## src/rtl/uart_pkg.sv

```systemverilog
// Shared definitions for the UART core: FSM state encoding, legal parameter
// ranges and the parity helper used by both directions.
package uart_pkg;

  typedef enum logic [2:0] {
    ST_IDLE   = 3'd0,
    ST_START  = 3'd1,
    ST_DATA   = 3'd2,
    ST_PARITY = 3'd3,
    ST_STOP   = 3'd4,
    ST_BREAK  = 3'd5
  } uart_state_e;

  localparam int CLK_DIV_DEFAULT = 234;
  localparam int CLK_DIV_MIN     = 8;
  localparam int DATA_BITS_MIN   = 5;
  localparam int DATA_BITS_MAX   = 8;
  localparam int STOP_BITS_MIN   = 1;
  localparam int STOP_BITS_MAX   = 2;
  localparam int IDX_W           = 4;

  // Unused upper bits are zero, so they do not disturb the reduction.
  function automatic logic parity_bit(input logic [DATA_BITS_MAX-1:0] data,
                                      input logic                     odd);
    return (^data) ^ odd;
  endfunction

endpackage

```

## src/rtl/uart_bit_timer.sv

```systemverilog
// Bit-period counter: counts 0..CLK_DIV-1 and wraps, with synchronous clear,
// a half-bit strobe (CLK_DIV/2 cycles after clear) and a full-bit strobe.
module uart_bit_timer
  import uart_pkg::*;
#(
  parameter int CLK_DIV = CLK_DIV_DEFAULT
) (
  input  logic clk,
  input  logic rst_n,
  input  logic i_clear,
  output logic o_half,
  output logic o_full
);

  localparam int               CNT_W    = (CLK_DIV > 1) ? $clog2(CLK_DIV) : 1;
  localparam logic [CNT_W-1:0] HALF_CNT = CNT_W'(CLK_DIV / 2 - 1);
  localparam logic [CNT_W-1:0] LAST_CNT = CNT_W'(CLK_DIV - 1);

  logic [CNT_W-1:0] r_cnt;

  always_ff @(posedge clk or negedge rst_n) begin
    if (!rst_n) begin
      r_cnt <= '0;
    end else if (i_clear || o_full) begin
      r_cnt <= '0;
    end else begin
      r_cnt <= r_cnt + 1'b1;
    end
  end

  assign o_half = (r_cnt == HALF_CNT);
  assign o_full = (r_cnt == LAST_CNT);

endmodule

```

## src/rtl/uart_core.sv

```systemverilog
// Full-duplex UART with valid/ready byte streams and RX error pulses.
// Optional parity (append on TX, check on RX) is enabled by defining UART_PARITY_EN.
module uart_core
  import uart_pkg::*;
#(
  parameter int CLK_DIV    = CLK_DIV_DEFAULT,
  parameter int DATA_BITS  = 8,
  parameter int STOP_BITS  = 1,
  parameter int PARITY_ODD = 0
) (
  input  logic                 clk,
  input  logic                 rst_n,
  input  logic                 i_uart_rx,
  output logic                 o_uart_tx,
  input  logic [DATA_BITS-1:0] i_tx_data,
  input  logic                 i_tx_valid,
  output logic                 o_tx_ready,
  output logic [DATA_BITS-1:0] o_rx_data,
  output logic                 o_rx_valid,
  input  logic                 i_rx_ready,
  output logic                 o_rx_frame_err,
  output logic                 o_rx_parity_err,
  output logic                 o_rx_overrun
);

  localparam logic [IDX_W-1:0] LAST_DATA = IDX_W'(DATA_BITS - 1);
  localparam logic [IDX_W-1:0] LAST_STOP = IDX_W'(STOP_BITS - 1);

  // ---------------- TX ----------------
  uart_state_e          r_tx_state, w_tx_state_next;
  logic [DATA_BITS-1:0] r_tx_shift, w_tx_shift_next;
  logic [IDX_W-1:0]     r_tx_idx, w_tx_idx_next;
  logic                 r_tx_line, w_tx_line_next;
  logic                 w_tx_clear, w_tx_half, w_tx_full;

  assign w_tx_clear = (r_tx_state == ST_IDLE);

  uart_bit_timer #(.CLK_DIV(CLK_DIV)) u_tx_timer (
    .clk    (clk),
    .rst_n  (rst_n),
    .i_clear(w_tx_clear),
    .o_half (w_tx_half),
    .o_full (w_tx_full)
  );

`ifdef UART_PARITY_EN
  logic r_tx_par;

  always_ff @(posedge clk or negedge rst_n) begin
    if (!rst_n) begin
      r_tx_par <= 1'b0;
    end else if (r_tx_state == ST_IDLE && i_tx_valid) begin
      r_tx_par <= parity_bit(DATA_BITS_MAX'(i_tx_data), 1'(PARITY_ODD));
    end
  end
`endif

  always_ff @(posedge clk or negedge rst_n) begin
    if (!rst_n) begin
      r_tx_state <= ST_IDLE;
      r_tx_shift <= '0;
      r_tx_idx   <= '0;
      r_tx_line  <= 1'b1;
    end else begin
      r_tx_state <= w_tx_state_next;
      r_tx_shift <= w_tx_shift_next;
      r_tx_idx   <= w_tx_idx_next;
      r_tx_line  <= w_tx_line_next;
    end
  end

  // The line value is computed alongside the next state so the pin is a flop.
  always_comb begin
    w_tx_state_next = r_tx_state;
    w_tx_shift_next = r_tx_shift;
    w_tx_idx_next   = r_tx_idx;
    w_tx_line_next  = r_tx_line;
    case (r_tx_state)
      ST_IDLE: begin
        w_tx_line_next = 1'b1;
        if (i_tx_valid) begin
          w_tx_state_next = ST_START;
          w_tx_shift_next = i_tx_data;
          w_tx_idx_next   = '0;
          w_tx_line_next  = 1'b0;
        end
      end
      ST_START: begin
        if (w_tx_full) begin
          w_tx_state_next = ST_DATA;
          w_tx_line_next  = r_tx_shift[0];
        end
      end
      ST_DATA: begin
        if (w_tx_full) begin
          if (r_tx_idx == LAST_DATA) begin
            w_tx_idx_next   = '0;
`ifdef UART_PARITY_EN
            w_tx_state_next = ST_PARITY;
            w_tx_line_next  = r_tx_par;
`else
            w_tx_state_next = ST_STOP;
            w_tx_line_next  = 1'b1;
`endif
          end else begin
            w_tx_idx_next   = r_tx_idx + 1'b1;
            w_tx_shift_next = {1'b0, r_tx_shift[DATA_BITS-1:1]};
            w_tx_line_next  = r_tx_shift[1];
          end
        end
      end
      ST_PARITY: begin
        if (w_tx_full) begin
          w_tx_state_next = ST_STOP;
          w_tx_line_next  = 1'b1;
        end
      end
      ST_STOP: begin
        if (w_tx_full) begin
          if (r_tx_idx == LAST_STOP) begin
            w_tx_state_next = ST_IDLE;
            w_tx_idx_next   = '0;
          end else begin
            w_tx_idx_next = r_tx_idx + 1'b1;
          end
        end
      end
      default: begin
        w_tx_state_next = ST_IDLE;
        w_tx_line_next  = 1'b1;
      end
    endcase
  end

  assign o_uart_tx  = r_tx_line;
  assign o_tx_ready = (r_tx_state == ST_IDLE);

  // ---------------- RX ----------------
  logic                 r_rx_meta, r_rx_sync;
  uart_state_e          r_rx_state, w_rx_state_next;
  logic [DATA_BITS-1:0] r_rx_shift, w_rx_shift_next;
  logic [IDX_W-1:0]     r_rx_idx, w_rx_idx_next;
  logic                 w_rx_clear, w_rx_half, w_rx_full;
  logic                 w_rx_done, w_rx_frame_bad;
  logic [DATA_BITS-1:0] r_rx_data;
  logic                 r_rx_valid, r_frame_err, r_overrun;

  always_ff @(posedge clk or negedge rst_n) begin
    if (!rst_n) begin
      r_rx_meta <= 1'b1;
      r_rx_sync <= 1'b1;
    end else begin
      r_rx_meta <= i_uart_rx;
      r_rx_sync <= r_rx_meta;
    end
  end

  uart_bit_timer #(.CLK_DIV(CLK_DIV)) u_rx_timer (
    .clk    (clk),
    .rst_n  (rst_n),
    .i_clear(w_rx_clear),
    .o_half (w_rx_half),
    .o_full (w_rx_full)
  );

`ifdef UART_PARITY_EN
  logic r_rx_par_bad, w_rx_par_bad, r_parity_err;

  assign w_rx_par_bad = (r_rx_state == ST_PARITY) && w_rx_full &&
                        (r_rx_sync != parity_bit(DATA_BITS_MAX'(r_rx_shift), 1'(PARITY_ODD)));

  always_ff @(posedge clk or negedge rst_n) begin
    if (!rst_n) begin
      r_rx_par_bad <= 1'b0;
      r_parity_err <= 1'b0;
    end else begin
      r_parity_err <= w_rx_par_bad;
      if (r_rx_state == ST_PARITY && w_rx_full) begin
        r_rx_par_bad <= w_rx_par_bad;
      end
    end
  end

  assign o_rx_parity_err = r_parity_err;
`else
  assign o_rx_parity_err = 1'b0;
`endif

  always_ff @(posedge clk or negedge rst_n) begin
    if (!rst_n) begin
      r_rx_state <= ST_IDLE;
      r_rx_shift <= '0;
      r_rx_idx   <= '0;
    end else begin
      r_rx_state <= w_rx_state_next;
      r_rx_shift <= w_rx_shift_next;
      r_rx_idx   <= w_rx_idx_next;
    end
  end

  // Timer restarts at the verified start-bit centre so full strobes land mid-bit.
  always_comb begin
    w_rx_state_next = r_rx_state;
    w_rx_shift_next = r_rx_shift;
    w_rx_idx_next   = r_rx_idx;
    w_rx_clear      = 1'b0;
    w_rx_done       = 1'b0;
    w_rx_frame_bad  = 1'b0;
    case (r_rx_state)
      ST_IDLE: begin
        w_rx_clear = 1'b1;
        if (!r_rx_sync) begin
          w_rx_state_next = ST_START;
        end
      end
      ST_START: begin
        if (w_rx_half) begin
          if (r_rx_sync) begin
            w_rx_state_next = ST_IDLE;
          end else begin
            w_rx_state_next = ST_DATA;
            w_rx_clear      = 1'b1;
            w_rx_idx_next   = '0;
          end
        end
      end
      ST_DATA: begin
        if (w_rx_full) begin
          w_rx_shift_next = {r_rx_sync, r_rx_shift[DATA_BITS-1:1]};
          if (r_rx_idx == LAST_DATA) begin
            w_rx_idx_next = '0;
`ifdef UART_PARITY_EN
            w_rx_state_next = ST_PARITY;
`else
            w_rx_state_next = ST_STOP;
`endif
          end else begin
            w_rx_idx_next = r_rx_idx + 1'b1;
          end
        end
      end
      ST_PARITY: begin
        if (w_rx_full) begin
          w_rx_state_next = ST_STOP;
        end
      end
      ST_STOP: begin
        if (w_rx_full) begin
          if (r_rx_sync) begin
            w_rx_state_next = ST_IDLE;
`ifdef UART_PARITY_EN
            w_rx_done = !r_rx_par_bad;
`else
            w_rx_done = 1'b1;
`endif
          end else begin
            w_rx_state_next = ST_BREAK;
            w_rx_frame_bad  = 1'b1;
          end
        end
      end
      ST_BREAK: begin
        w_rx_clear = 1'b1;
        if (r_rx_sync) begin
          w_rx_state_next = ST_IDLE;
        end
      end
      default: begin
        w_rx_state_next = ST_IDLE;
      end
    endcase
  end

  // A same-cycle consume frees the holding register for the new byte.
  always_ff @(posedge clk or negedge rst_n) begin
    if (!rst_n) begin
      r_rx_data   <= '0;
      r_rx_valid  <= 1'b0;
      r_frame_err <= 1'b0;
      r_overrun   <= 1'b0;
    end else begin
      r_frame_err <= w_rx_frame_bad;
      r_overrun   <= 1'b0;
      if (w_rx_done) begin
        if (r_rx_valid && !i_rx_ready) begin
          r_overrun <= 1'b1;
        end else begin
          r_rx_data  <= r_rx_shift;
          r_rx_valid <= 1'b1;
        end
      end else if (r_rx_valid && i_rx_ready) begin
        r_rx_valid <= 1'b0;
      end
    end
  end

  assign o_rx_data      = r_rx_data;
  assign o_rx_valid     = r_rx_valid;
  assign o_rx_frame_err = r_frame_err;
  assign o_rx_overrun   = r_overrun;

endmodule
```

## config.mk

```make
export PLATFORM = sky130hd
export DESIGN_NAME = uart_core
export DESIGN_NICKNAME = d
export VERILOG_FILES = /design/src/rtl/uart_pkg.sv /design/src/rtl/uart_bit_timer.sv /design/src/rtl/uart_core.sv
export SDC_FILE = /design/constraint.sdc
export NUM_CORES = 1
export LEC_CHECK = 0
export CORE_MARGIN = 5
export CORE_UTILIZATION = 50
export DETAILED_ROUTE_END_ITERATION = 10
export GPL_TIMING_DRIVEN = 0
export PLACE_DENSITY = 0.71
export SLEW_MARGIN = 0
export SYNTH_ARGS = -nofsm -noshare
export SYNTH_HDL_FRONTEND = slang
export SYNTH_SLANG_ARGS = --single-unit
export TNS_END_PERCENT = 30
```

## constraint.sdc

```tcl
create_clock -name clk -period 3.6 [get_ports clk]
set_input_delay 0.9 -clock clk [delete_from_list [all_inputs] [get_ports clk]]
set_output_delay 0.9 -clock clk [all_outputs]
set_load 0.02 [all_outputs]
```

# ---- Yosys cells after proc, flatten, opt, wreduce, memory -nomap -nowiden
# Cells that the tools add are included.
# Widths: inputs -> output; s select.
dict set report classes {
  n_addsub 4
  n_reduce_logical 22
  n_bitwise 2
  n_eq_ne 31
  mux 54
}
# cell count
set ops {}
lappend ops {{$mux 3} 15}
lappend ops {{$mux 8} 5}
lappend ops {{$mux 4} 9}
lappend ops {{$ne 2x2->1 const B} 9}
lappend ops {{$pmux 3 s6} 1}
lappend ops {{$mux 1} 17}
lappend ops {{$add 8x1->8 const B} 2}
lappend ops {{$eq 8x8->1 const B} 2}
lappend ops {{$ne 2x1->1 const B} 8}
lappend ops {{$pmux 8 s2} 1}
lappend ops {{$reduce_and 4->1} 4}
lappend ops {{$pmux 3 s5} 1}
lappend ops {{$reduce_and 7->1} 2}
lappend ops {{$eq 3x2->1 const B} 4}
lappend ops {{$pmux 4 s3} 1}
lappend ops {{$eq 3x3->1 const B} 3}
lappend ops {{$add 4x1->4 const B} 2}
lappend ops {{$eq 4x3->1 const B} 2}
lappend ops {{$eq 8x7->1 const B} 1}
lappend ops {{$pmux 4 s2} 1}
lappend ops {{$eq 3x1->1 const B} 2}
lappend ops {{$logic_not 3->1} 2}
lappend ops {{$reduce_and 2->1} 3}
lappend ops {{$reduce_bool 2->1} 3}
lappend ops {{other kinds (10)} 13}
dict set report totals {
  regBits 60
  out_inout_bits 14
  inputBits 13
}

# ---- Logic depth before layout (Yosys ltp)
# Gate-level depths: netlist of run 1.
dict set report logic_depth {
  ltp_word 5
  mapped_depth 8
  ltp_nobuf 7
}

# ---- Modules after synthesis
# Synthesis of run 1 repeated with hierarchy kept, for this count alone.
dict set report unflattened {
  hier_cells 289
  hier_area_um2 3066.7
}
# module cells_each area_each_um2 n_inst
set modules_own_cells {}
lappend modules_own_cells {uart_core 191 2128.3 1}
lappend modules_own_cells {uart_bit_timer 49 469.2 2}

# ---- Worst setup path before layout of run 1
# OpenSTA, ideal clock, no wires.
dict set report synth_timing {
  kind {register to register}
  startpoint {register u_tx_timer.r_cnt[1]}
  endpoint {register r_tx_shift[7]}
  period_less_slack_ns 2.082
  setup_slack_ns 1.518
  arrival_ns 1.962
  n_path_buf 1
  path_stages_with_launch 9
  t_required_ns 3.479
  path_cell_list {dfrtp_1 > inv_1 > ha_1 > nand4_2 > or4b_4 > o41a_4 > buf_6 > nand2_1 > o21ai_2}
}
dict set report synth_between {
  elab_chain_len 3
}
# element line
set synth_rtl {}
lappend synth_rtl {{from (decl)} uart_bit_timer.sv:19} ;# logic [CNT_W-1:0] r_cnt;
lappend synth_rtl {{from (signal assigned)} uart_bit_timer.sv:27} ;# r_cnt <= r_cnt + 1'b1;
lappend synth_rtl {{$eq 8x8->1} uart_bit_timer.sv:32} ;# assign o_full = (r_cnt == LAST_CNT);
lappend synth_rtl {{$ne 2x1->1 (no line)} --}
lappend synth_rtl {{$reduce_and 4->1 (no line)} --}
lappend synth_rtl {{to (signal assigned)} uart_core.sv:66} ;# r_tx_shift <= w_tx_shift_next;
lappend synth_rtl {{to (decl)} uart_core.sv:31} ;# logic [DATA_BITS-1:0] r_tx_shift, w_tx_shift_next;
# No other way between the ends.
# A chain may end at the register's enable or synchronous reset.

# ---- Final worst setup path of run 1
dict set report layout_timing {
  startpoint {register r_tx_state[1]}
  endpoint {output o_tx_ready}
}
dict set report layout_between {
  elab_chain_len 1
}
# element line
set layout_rtl {}
lappend layout_rtl {{from (decl)} uart_core.sv:30} ;# uart_state_e r_tx_state, w_tx_state_next;
lappend layout_rtl {{from (signal assigned)} uart_core.sv:65} ;# r_tx_state <= w_tx_state_next;
lappend layout_rtl {{$logic_not 3->1} uart_core.sv:136} ;# assign o_tx_ready = (r_tx_state == ST_IDLE);
lappend layout_rtl {{to (decl)} uart_core.sv:17} ;# output logic o_tx_ready,
# No other way between the ends.

==> impl_metrics.py, run 1 <==
metrics = {
    "yosys": {
        "synth_cell_types": 51,
        "synth.top_cell.area_share": 0.486,
        "netlist_instances": 276,
        "synth_area_per_cell_um2": 10.6,
        "synth_warnings": 0,
        "synth_compound_area_frac": 0.0963,
        "synth_top_family_by_area": "simple AND/OR/NAND/NOR gates",
        "synth_fa_ha_area_frac": 0.0341,
        "seq_area_frac_synth": 0.513,
        "synth.area.mux_share": 0.0997,
        "synth_edf_count": 0,
        "ys_top_cells_by_area": "dfrtp_1 49%, mux2_2 6.9%, nor2_1 4.2%",
        "synthXorXnorAreaFrac": 0.0388,
        "syn-num-nets": 297,
        "async_reset_ff_frac": 1.00,
        "yosysTopAreaCell": "dfrtp_1",
        "syn_area_um2": 2940,
        "synthFlopType": "dfrtp_1",
        "yosys_register_bits": 60,
        "yosys.area_share.simple": 0.186,
    },
    "timing": {
        "clock_skew_ns": 0.00675,
        "hold_violations": 0,
        "clock.fmax_ghz": 0.349,
        "fin_crit_ns": 2.86,
        "setup_viol": 0,
        "fin_crit_sh": 0.795,
        "fin_setup_tns_ns": 0,
        "worstMarginPinSlew_ns": 0.972,
        "rsz0062_at_grt": "no",
        "drv_slew": 0,
        "fin_ws_ns": 0.738,
        "relSlewSlack": 0.343,
    },
    "die": {
        "io_pins": 27,
        "initial_utilization": 0.505,
        "die_h_um": 86.6,
        "die-area_um2": 7510,
        "dieWidth_um": 86.6,
        "core-area_um2": 5820,
        "row_count": 28,
    },
    "layout": {
        "syn_to_final_growth_pct": 18.0,
        "regArea_um2": 1510,
        "num-fill-cells": 510,
        "multi_input_area_um2": 1340,
        "mostFrequentLayoutCell": "dfrtp_1",
        "final_area_um2": 3470,
        "fin_cells": 393,
        "nNetsFinal": 334,
        "layout-drive-gt1-share": 0.170,
        "layout_common_cells": "57 x dfrtp_1, 33 x nor2_1, 24 x clkdlybuf4s50_1",
        "postLayoutCoreUtil": 0.596,
        "diodes": 0,
    },
    "pwr": {
        "power_frac_seq": 0.531,
        "p_int_mw": 1.09,
        "peakVddDrop_mv": 0.358,
        "p_per_area_nw_per_um2": 430,
        "power.leakage_nw": 1.60,
        "switching_share": 0.269,
        "combPwrFrac": 0.117,
        "power_frac_clock": 0.352,
        "power_switching_uw": 401,
    },
    "placed_design": {
        "io_buffers": 25,
        "dp_worst_setup_slack_ns": 1.09,
        "gp_congestion": 0.775,
        "postPlaceCellArea_um2": 3300,
        "post-place-cells": 377,
        "place_hpwl_um": 3700,
    },
    "clocking": {
        "post_cts_buffers": 0,
        "cts_root_buf": "clkbuf_8",
        "clock_latency_ns": 0.33,
        "cts_buffer_depth": 2,
        "hold_buffers": 0,
        "clkTransAtPathRegs_ns": 0.07,
        "cts_tree": "done",
        "post_cts_resize_count": 0,
        "cts_made_buffers": 9,
        "cts_sinks": 60,
        "cts-htree-levels": 3,
    },
    "setup_path": {
        "start_kind": "register",
        "cp_max_fo": 10,
        "critPathKind": "register to output pin",
        "worstPathArrival_ns": 1.96,
        "cp.required_ns": 2.70,
        "end_kind": "output pin",
    },
    "job": {
        "drv_cap": 0,
    },
    "routing": {
        "drc_errors": 0,
        "routed_wl_um": 5270,
        "drtAntennaViolNets": 0,
        "initialDrtViolationCount": 42,
        "first_pass_iters": 4,
        "wl_per_cell_um": 13.4,
        "vias": 2063,
        "viasPerCell": 5.25,
    },
    "grt": {
        "grt-ovfl-total": 0,
        "grt_pass1_wl_um": 9560,
        "grt_pass1_vias": 2102,
        "antenna_found_initial": 0,
        "grt_max_degree": 34,
        "grtUsageTotal": 0.161,
    },
    "outcome": {
        "status": "finished, final reports clean",
    },
    "hold_path": {
        "hold_class": "register to register",
    },
}
cells by family after synthesis:
group / count (synthesis)
and+or+nand+nor: 102
DFF: 60
AOI/OAI and AO/OA: 45
muxes: 27
buffers and inverters: 20
xor gates and xnor gates: 13
adders and majority gates: 8
other: 1
synth_stat cells (all sizes together) (3+ instances only):
cell    count
o21ai      21
nand3      10
buf         5
nor2       33
and3        5
dfrtp      57
xnor2       5
nand2      23
mux2       18
nor3        3
a21oi      11
o31ai       3
dfstp       3
xor2        8
a31oi       3
clkbuf      5
ha          8
mux2i       9
nand3b      4
inv        10
nand2b      4
nor4        3
metal layers:
layer  global-route usage  up-vias  share of wire
li1                     -     1030              -
met1                0.204      989           0.46
met2                0.262       37           0.48
met3               0.0523        7          0.045
met4               0.0510        0          0.010
met5                    0        -              0
worst paths after layout:
| check | from | to | slack (ns) | depth (start not counted) |
|---|---|---|---|---|
| min in group asynchronous | rst_n | u_tx_timer.r_cnt[7] | 0.63 | 1 |
| max in group asynchronous | rst_n | r_rx_sync | 2.28 | 2 |
| min | r_rx_meta | r_rx_sync | 0.36 | 0 |
| min reg2reg | r_rx_meta | r_rx_sync | 0.36 | 0 |
| max | r_tx_state[1] | o_tx_ready | 0.74 | 3 |
| max reg2reg | u_tx_timer.r_cnt[1] | r_tx_idx[2] | 1.22 | 7 |
power groups by stage:
stage | combinational, mW | clock (mW) | sequential [mW]
3_5_place_dp | 0.178 | 0 | 0.802
3_3_place_gp | 0.170 | 0 | 0.801
4_1_cts | 0.178 | 0.547 | 0.791
5_1_grt | 0.196 | 0.575 | 0.801
2_1_floorplan | 0.111 | 0 | 0.798
6_report | 0.174 | 0.525 | 0.791
state kept, by name, indices dropped and copies added (netlist names), 3 cells and up:
signal            flops
u_tx_timer.r_cnt      8
r_tx_idx              4
r_tx_shift            8
r_tx_state            3
r_rx_idx              4
u_rx_timer.r_cnt      8
r_rx_state            3
o_rx_data             8
r_rx_shift            8
critical path: stages (launching register included):
cell and delay, ns:
dfrtp_1 0.38, clkbuf_1 0.21, nor3_1 0.37, clkdlybuf4s50_1 0.67
cell type report:
class                      count  area share
clock buffer                  12      0.0419
timing repair buffer          26      0.0765
sequential                    60       0.434
buffer                        10      0.0159
clock inverter                 4     0.00722
tap                           75      0.0271
inverter                      10      0.0108
multi-input combinational    196       0.386
metrics by stage:
step / power (mW) / hold slack [ns]
2_1_floorplan: 0.909 / 0.345
3_5_place_dp: 0.979 / 0.347
5_1_grt: 1.57 / 0.361
4_1_cts: 1.52 / 0.358
6_report: 1.49 / 0.355
3_3_place_gp: 0.971 / 0.346
Power figures use the tool's default switching activity.
==> run 2: changes to the inputs <==
--- a/config.mk
+++ b/config.mk
@@ -9,7 +9,7 @@
 export CORE_UTILIZATION = 50
 export DETAILED_ROUTE_END_ITERATION = 10
 export GPL_TIMING_DRIVEN = 0
-export PLACE_DENSITY = 0.71
+export PLACE_DENSITY = 0.74
 export SLEW_MARGIN = 0
 export SYNTH_ARGS = -nofsm -noshare
 export SYNTH_HDL_FRONTEND = slang
==> constraint.sdc (replaced) <==
create_clock -name clk -period 2.47 [get_ports clk]
set_input_delay 0.6175 -clock clk [delete_from_list [all_inputs] [get_ports clk]]
set_output_delay 0.6175 -clock clk [all_outputs]
set_load 0.02 [all_outputs]
==> impl_metrics.py, run 2 (synthesis gave the netlist of run 1 again) <==
metrics = {
    "routing": {
        "routed_wl_um": 5420,
        "initialDrtViolationCount": 70,
        "viasPerCell": 5.31,
        "drc_errors": 0,
        "first_pass_iters": 6,
        "wl_per_cell_um": 13.8,
        "drtAntennaViolNets": 0,
        "vias": 2088,
    },
    "pwr": {
        "p_per_area_nw_per_um2": 668,
        "power.leakage_nw": 1.63,
        "peakVddDrop_mv": 0.462,
        "p_total_mw": 2.35,
    },
    "grt": {
        "grt_pass1_vias": 2066,
        "grt_pass1_wl_um": 9470,
        "grt-ovfl-total": 0,
        "antenna_found_initial": 0,
        "grt_max_degree": 34,
        "grtUsageTotal": 0.161,
    },
    "timing": {
        "clock.fmax_ghz": 0.443,
        "drv_slew": 0,
        "relSlewSlack": 0.461,
        "hold_violations": 0,
        "setup_viol": 0,
        "worstMarginPinSlew_ns": 0.805,
        "timing.hold.ws_ns": 0.299,
        "fin_crit_sh": 0.914,
        "clock_skew_ns": 0.00792,
        "fin_crit_ns": 2.26,
        "rsz0062_at_grt": "no",
    },
    "layout": {
        "postLayoutCoreUtil": 0.604,
        "layout-drive-gt1-share": 0.179,
        "syn_to_final_growth_pct": 19.6,
        "diodes": 0,
        "nNetsFinal": 334,
        "mostFrequentLayoutCell": "dfrtp_1",
        "layout_common_cells": "57 x dfrtp_1, 33 x nor2_1, 23 x clkdlybuf4s50_1",
        "final_area_um2": 3510,
    },
    "setup_path": {
        "end_kind": "output pin",
        "critPathBufInv": 2,
        "cp_slowest_cell": "dfrtp_1",
        "crit_start": "r_tx_state[1]",
        "reg2reg_from": "u_rx_timer.r_cnt[1]",
        "start_kind": "register",
        "cp_max_fo": 10,
        "critPathKind": "register to output pin",
        "path_cells": "clkbuf_1 > nor3_1 > dlygate4sd2_1",
        "crit_family": "buffers and inverters",
        "max_stage_delay_ns": 0.38,
        "cp.required_ns": 1.85,
        "worstPathArrival_ns": 1.64,
    },
    "placed_design": {
        "gp_congestion": 0.791,
        "io_buffers": 25,
        "postPlaceCellArea_um2": 3300,
        "place_hpwl_um": 3770,
    },
    "die": {
        "row_count": 28,
        "io_pins": 27,
        "dieWidth_um": 86.6,
        "die_h_um": 86.6,
        "die-area_um2": 7510,
        "initial_utilization": 0.505,
        "core-area_um2": 5820,
    },
    "clocking": {
        "cts_made_buffers": 9,
        "cts_tree": "done",
        "post_cts_buffers": 0,
        "cts_buffer_depth": 2,
        "cts_sinks": 60,
        "cts-htree-levels": 3,
        "clkTransAtPathRegs_ns": 0.07,
        "clock_latency_ns": 0.34,
        "cts_root_buf": "clkbuf_8",
    },
    "hold_path": {
        "hold_class": "primary input to async pin",
    },
    "job": {
        "drv_cap": 0,
    },
    "outcome": {
        "status": "finished, final reports clean",
    },
}
## run 2: area by class of cell
| class | count | area [um^2] |
|---|---|---|
| Sequential cell | 60 | 1510 |
| Fill cell | 517 | 2300 |
| Inverter | 10 | 37.5 |
| Clock inverter | 5 | 58.8 |
| Clock buffer | 11 | 151 |
| Multi-Input combinational cell | 196 | 1350 |
| Tap cell | 75 | 93.8 |
| Timing Repair Buffer | 26 | 264 |
| Buffer | 10 | 55.1 |
## run 2: through the flow
stage / worst slack [ns] / cells / setup TNS, ns
floorplan: 0.388 / 276 / 0
global placement: -1.12 / 376 / -64.79
detailed placement: 0.111 / 377 / 0
CTS: 0.0852 / 393 / 0
global route: 0.00112 / 393 / 0
finish: 0.211 / 393 / 0
## run 2: power by group
part / internal (mW) / leakage, nW / switching [mW]
Combinational: 0.124 / 0.737 / 0.134
Clock: 0.523 / 0.102 / 0.410
Sequential: 1.08 / 0.788 / 0.0792
Total: 1.72 / 1.63 / 0.623
## run 2: path summary, 6_finish.rpt
| check | slack (ns) | cells after the start | end |
|---|---|---|---|
| min reg2reg | 0.36 | 0 | r_rx_sync |
| min | 0.30 | 1 | r_tx_state[0] |
| max reg2reg | 0.21 | 7 | r_rx_state[1] |
| max in group asynchronous | 1.50 | 2 | r_rx_sync |
| min in group clk | 0.36 | 0 | r_rx_sync |
| max | 0.21 | 3 | o_tx_ready |
## run 2: repair_timing
item	CTS	global route
hold buffers	0	0
gates resized for setup	1	1
setup endpoints to repair	1	4
## run 2: worst reg2reg max path, stage by stage, from the launching register on
cell      delay [ns]
dfrtp_1         0.42
inv_1           0.09
ha_1            0.14
nand3b_1        0.14
nor2_1          0.31
o22ai_1         0.19
nor4_2          0.48
mux2_2          0.39
## run 2: metal layers
layer	part of all wire	vias up	global-route usage
li1	-	1036	-
met1	0.45	1012	0.202
met2	0.50	34	0.261
met3	0.040	6	0.0542
met4	0.011	0	0.0538
met5	0	-	0
==> run 3: changes to the inputs <==
--- a/config.mk
+++ b/config.mk
@@ -5,13 +5,16 @@
 export SDC_FILE = /design/constraint.sdc
 export NUM_CORES = 1
 export LEC_CHECK = 0
+export CELL_PAD_IN_SITES_DETAIL_PLACEMENT = 0
+export CELL_PAD_IN_SITES_GLOBAL_PLACEMENT = 1
 export CORE_MARGIN = 5
-export CORE_UTILIZATION = 50
+export CORE_UTILIZATION = 41
 export DETAILED_ROUTE_END_ITERATION = 10
 export GPL_TIMING_DRIVEN = 0
-export PLACE_DENSITY = 0.74
+export PLACE_DENSITY_LB_ADDON = 0.1
 export SLEW_MARGIN = 0
 export SYNTH_ARGS = -nofsm -noshare
 export SYNTH_HDL_FRONTEND = slang
+export SYNTH_HIERARCHICAL = 1
 export SYNTH_SLANG_ARGS = --single-unit
 export TNS_END_PERCENT = 30
==> impl_metrics.py, run 3 <==
metrics = {
    "timing": {
        "rsz0062_at_grt": "no",
        "relSlewSlack": 0.507,
        "setup_viol": 0,
        "fin_crit_ns": 2.24,
        "clock_skew_ns": 0.00683,
        "fin_setup_tns_ns": 0,
        "drv_slew": 0,
        "timing.hold.ws_ns": 0.359,
        "clock.fmax_ghz": 0.446,
        "hold_violations": 0,
        "fin_crit_sh": 0.909,
        "worstMarginPinSlew_ns": 0.739,
    },
    "die": {
        "io_pins": 27,
        "die-area_um2": 9270,
        "die_h_um": 96.3,
        "dieWidth_um": 96.3,
        "row_count": 31,
        "initial_utilization": 0.421,
        "core-area_um2": 7250,
    },
    "clocking": {
        "cts_sinks": 60,
        "cts_root_buf": "clkbuf_8",
        "cts_tree": "done",
        "clock_latency_ns": 0.32,
        "hold_buffers": 0,
        "clkTransAtPathRegs_ns": 0.06,
        "cts_made_buffers": 9,
        "cts-htree-levels": 3,
        "cts_buffer_depth": 2,
    },
    "layout": {
        "layout-drive-gt1-share": 0.127,
        "layout_common_cells": "57 x dfrtp_1, 25 x nand2_1, 23 x clkdlybuf4s50_1",
        "fin_cells": 429,
        "nNetsFinal": 347,
        "syn_to_final_growth_pct": 20.0,
        "mostFrequentLayoutCell": "dfrtp_1",
        "postLayoutCoreUtil": 0.505,
        "diodes": 0,
        "final_area_um2": 3660,
    },
    "yosys": {
        "netlist_instances": 287,
        "synth_area_per_cell_um2": 10.6,
        "synth_warnings": 6,
        "syn-num-nets": 309,
        "syn_area_um2": 3050,
    },
    "grt": {
        "grt_pass1_wl_um": 9920,
        "grt_pass1_vias": 2134,
        "grt_max_degree": 61,
        "grtUsageTotal": 0.139,
        "antenna_found_initial": 0,
        "grt-ovfl-total": 0,
    },
    "pwr": {
        "p_per_area_nw_per_um2": 549,
        "peakVddDrop_mv": 0.279,
        "power.leakage_nw": 1.65,
    },
    "placed_design": {
        "gp_congestion": 0.760,
        "post-place-cells": 411,
        "place_hpwl_um": 3970,
        "postPlaceCellArea_um2": 3420,
        "io_buffers": 25,
    },
    "routing": {
        "vias": 2193,
        "routed_wl_um": 5710,
        "met2_length_um": 2470,
        "met3_length_um": 219,
        "wl_per_cell_um": 13.3,
        "drc_errors": 0,
        "routed.top_layer": "met4",
        "viasPerCell": 5.11,
        "drtAntennaViolNets": 0,
        "m1WireLength_um": 2930,
        "first_pass_iters": 4,
        "initialDrtViolationCount": 110,
    },
    "setup_path": {
        "crit_family": "simple AND/OR/NAND/NOR gates",
        "path_cells": "inv_1 > ha_1 > and4bb_1 > and4_2 > mux2i_1 > a2111o_1 > buf_6 > nand2_1 > o21ai_1",
        "worstPathArrival_ns": 2.44,
        "start_kind": "register",
        "cp_max_fo": 10,
        "critPathKind": "register to register",
        "cp.required_ns": 2.67,
        "cp_slowest_cell": "a2111o_1",
        "critPathBufInv": 2,
        "max_stage_delay_ns": 0.42,
        "end_kind": "register",
    },
    "outcome": {
        "status": "finished, final reports clean",
    },
    "hold_path": {
        "hold_class": "register to register",
    },
    "job": {
        "drv_cap": 0,
    },
}
==> run 3: path summary, 6_finish.rpt <==
path / slack [ns] / startpoint / cells after the start / end
min reg2reg: 0.36 / r_rx_meta / 0 / r_rx_sync
max in group asynchronous: 1.63 / rst_n / 1 / u_rx_timer/r_cnt[2]
max reg2reg: 0.23 / u_tx_timer/r_cnt[1] / 9 / r_tx_shift[2]
min in group asynchronous: 0.37 / rst_n / 1 / r_tx_idx[2]
max: 0.23 / u_tx_timer/r_cnt[1] / 9 / r_tx_shift[2]
min: 0.36 / r_rx_meta / 0 / r_rx_sync
==> run 3: cell type report <==
type                    instances  area, um^2
fillers                       710        3590
repair buffers                 27         262
well taps                      99         124
clock inverters                 4        72.6
inverters                      15        56.3
flip-flops and latches         60        1510
clock buffers                  12         145
plain buffers                  11        68.8
multi-input cells             201        1430
==> run 3: report_power, final <==
| group | switching [mW] | internal (mW) |
|---|---|---|
| sequential | 0.00558 | 0.992 |
| clock | 0.366 | 0.595 |
| combinational | 0.0290 | 0.0233 |
==> run 3: worst reg2reg max path, delay by kind of cell, from the launching register on <==
family                     cells  cell delay [ns]
DFF                            1             0.41
adders and majority gates      1             0.16
AOI/OAI and AO/OA              2             0.48
muxes                          1             0.13
and+or+nand+nor                3             0.66
buffers and inverters          2             0.28
==> run 3: repair_timing <==
action | 4_1_cts | 5_1_grt
cloned | 0 | 0
buffers inserted | 0 | 2
pin swaps | 0 | 1
resized for setup | 2 | 1
setup endpoints to repair | 1 | 15
==> run 3: per-layer routing <==
| metal | global-route usage | vias to the layer above |
|---|---|---|
| met5 | 0 | - |
| met1 | 0.190 | 1051 |
| li1 | - | 1104 |
| met3 | 0.0336 | 9 |
| met2 | 0.204 | 29 |
| met4 | 0.0675 | 0 |
==> run 3: through the flow <==
step,power (mW),setup WS (ns)
global placement,1.07,-1.28
finish,2.01,0.226
CTS,2.04,0.0450
global route,2.10,0.0850
detailed placement,1.07,0.0525
floorplan,1.03,0.345
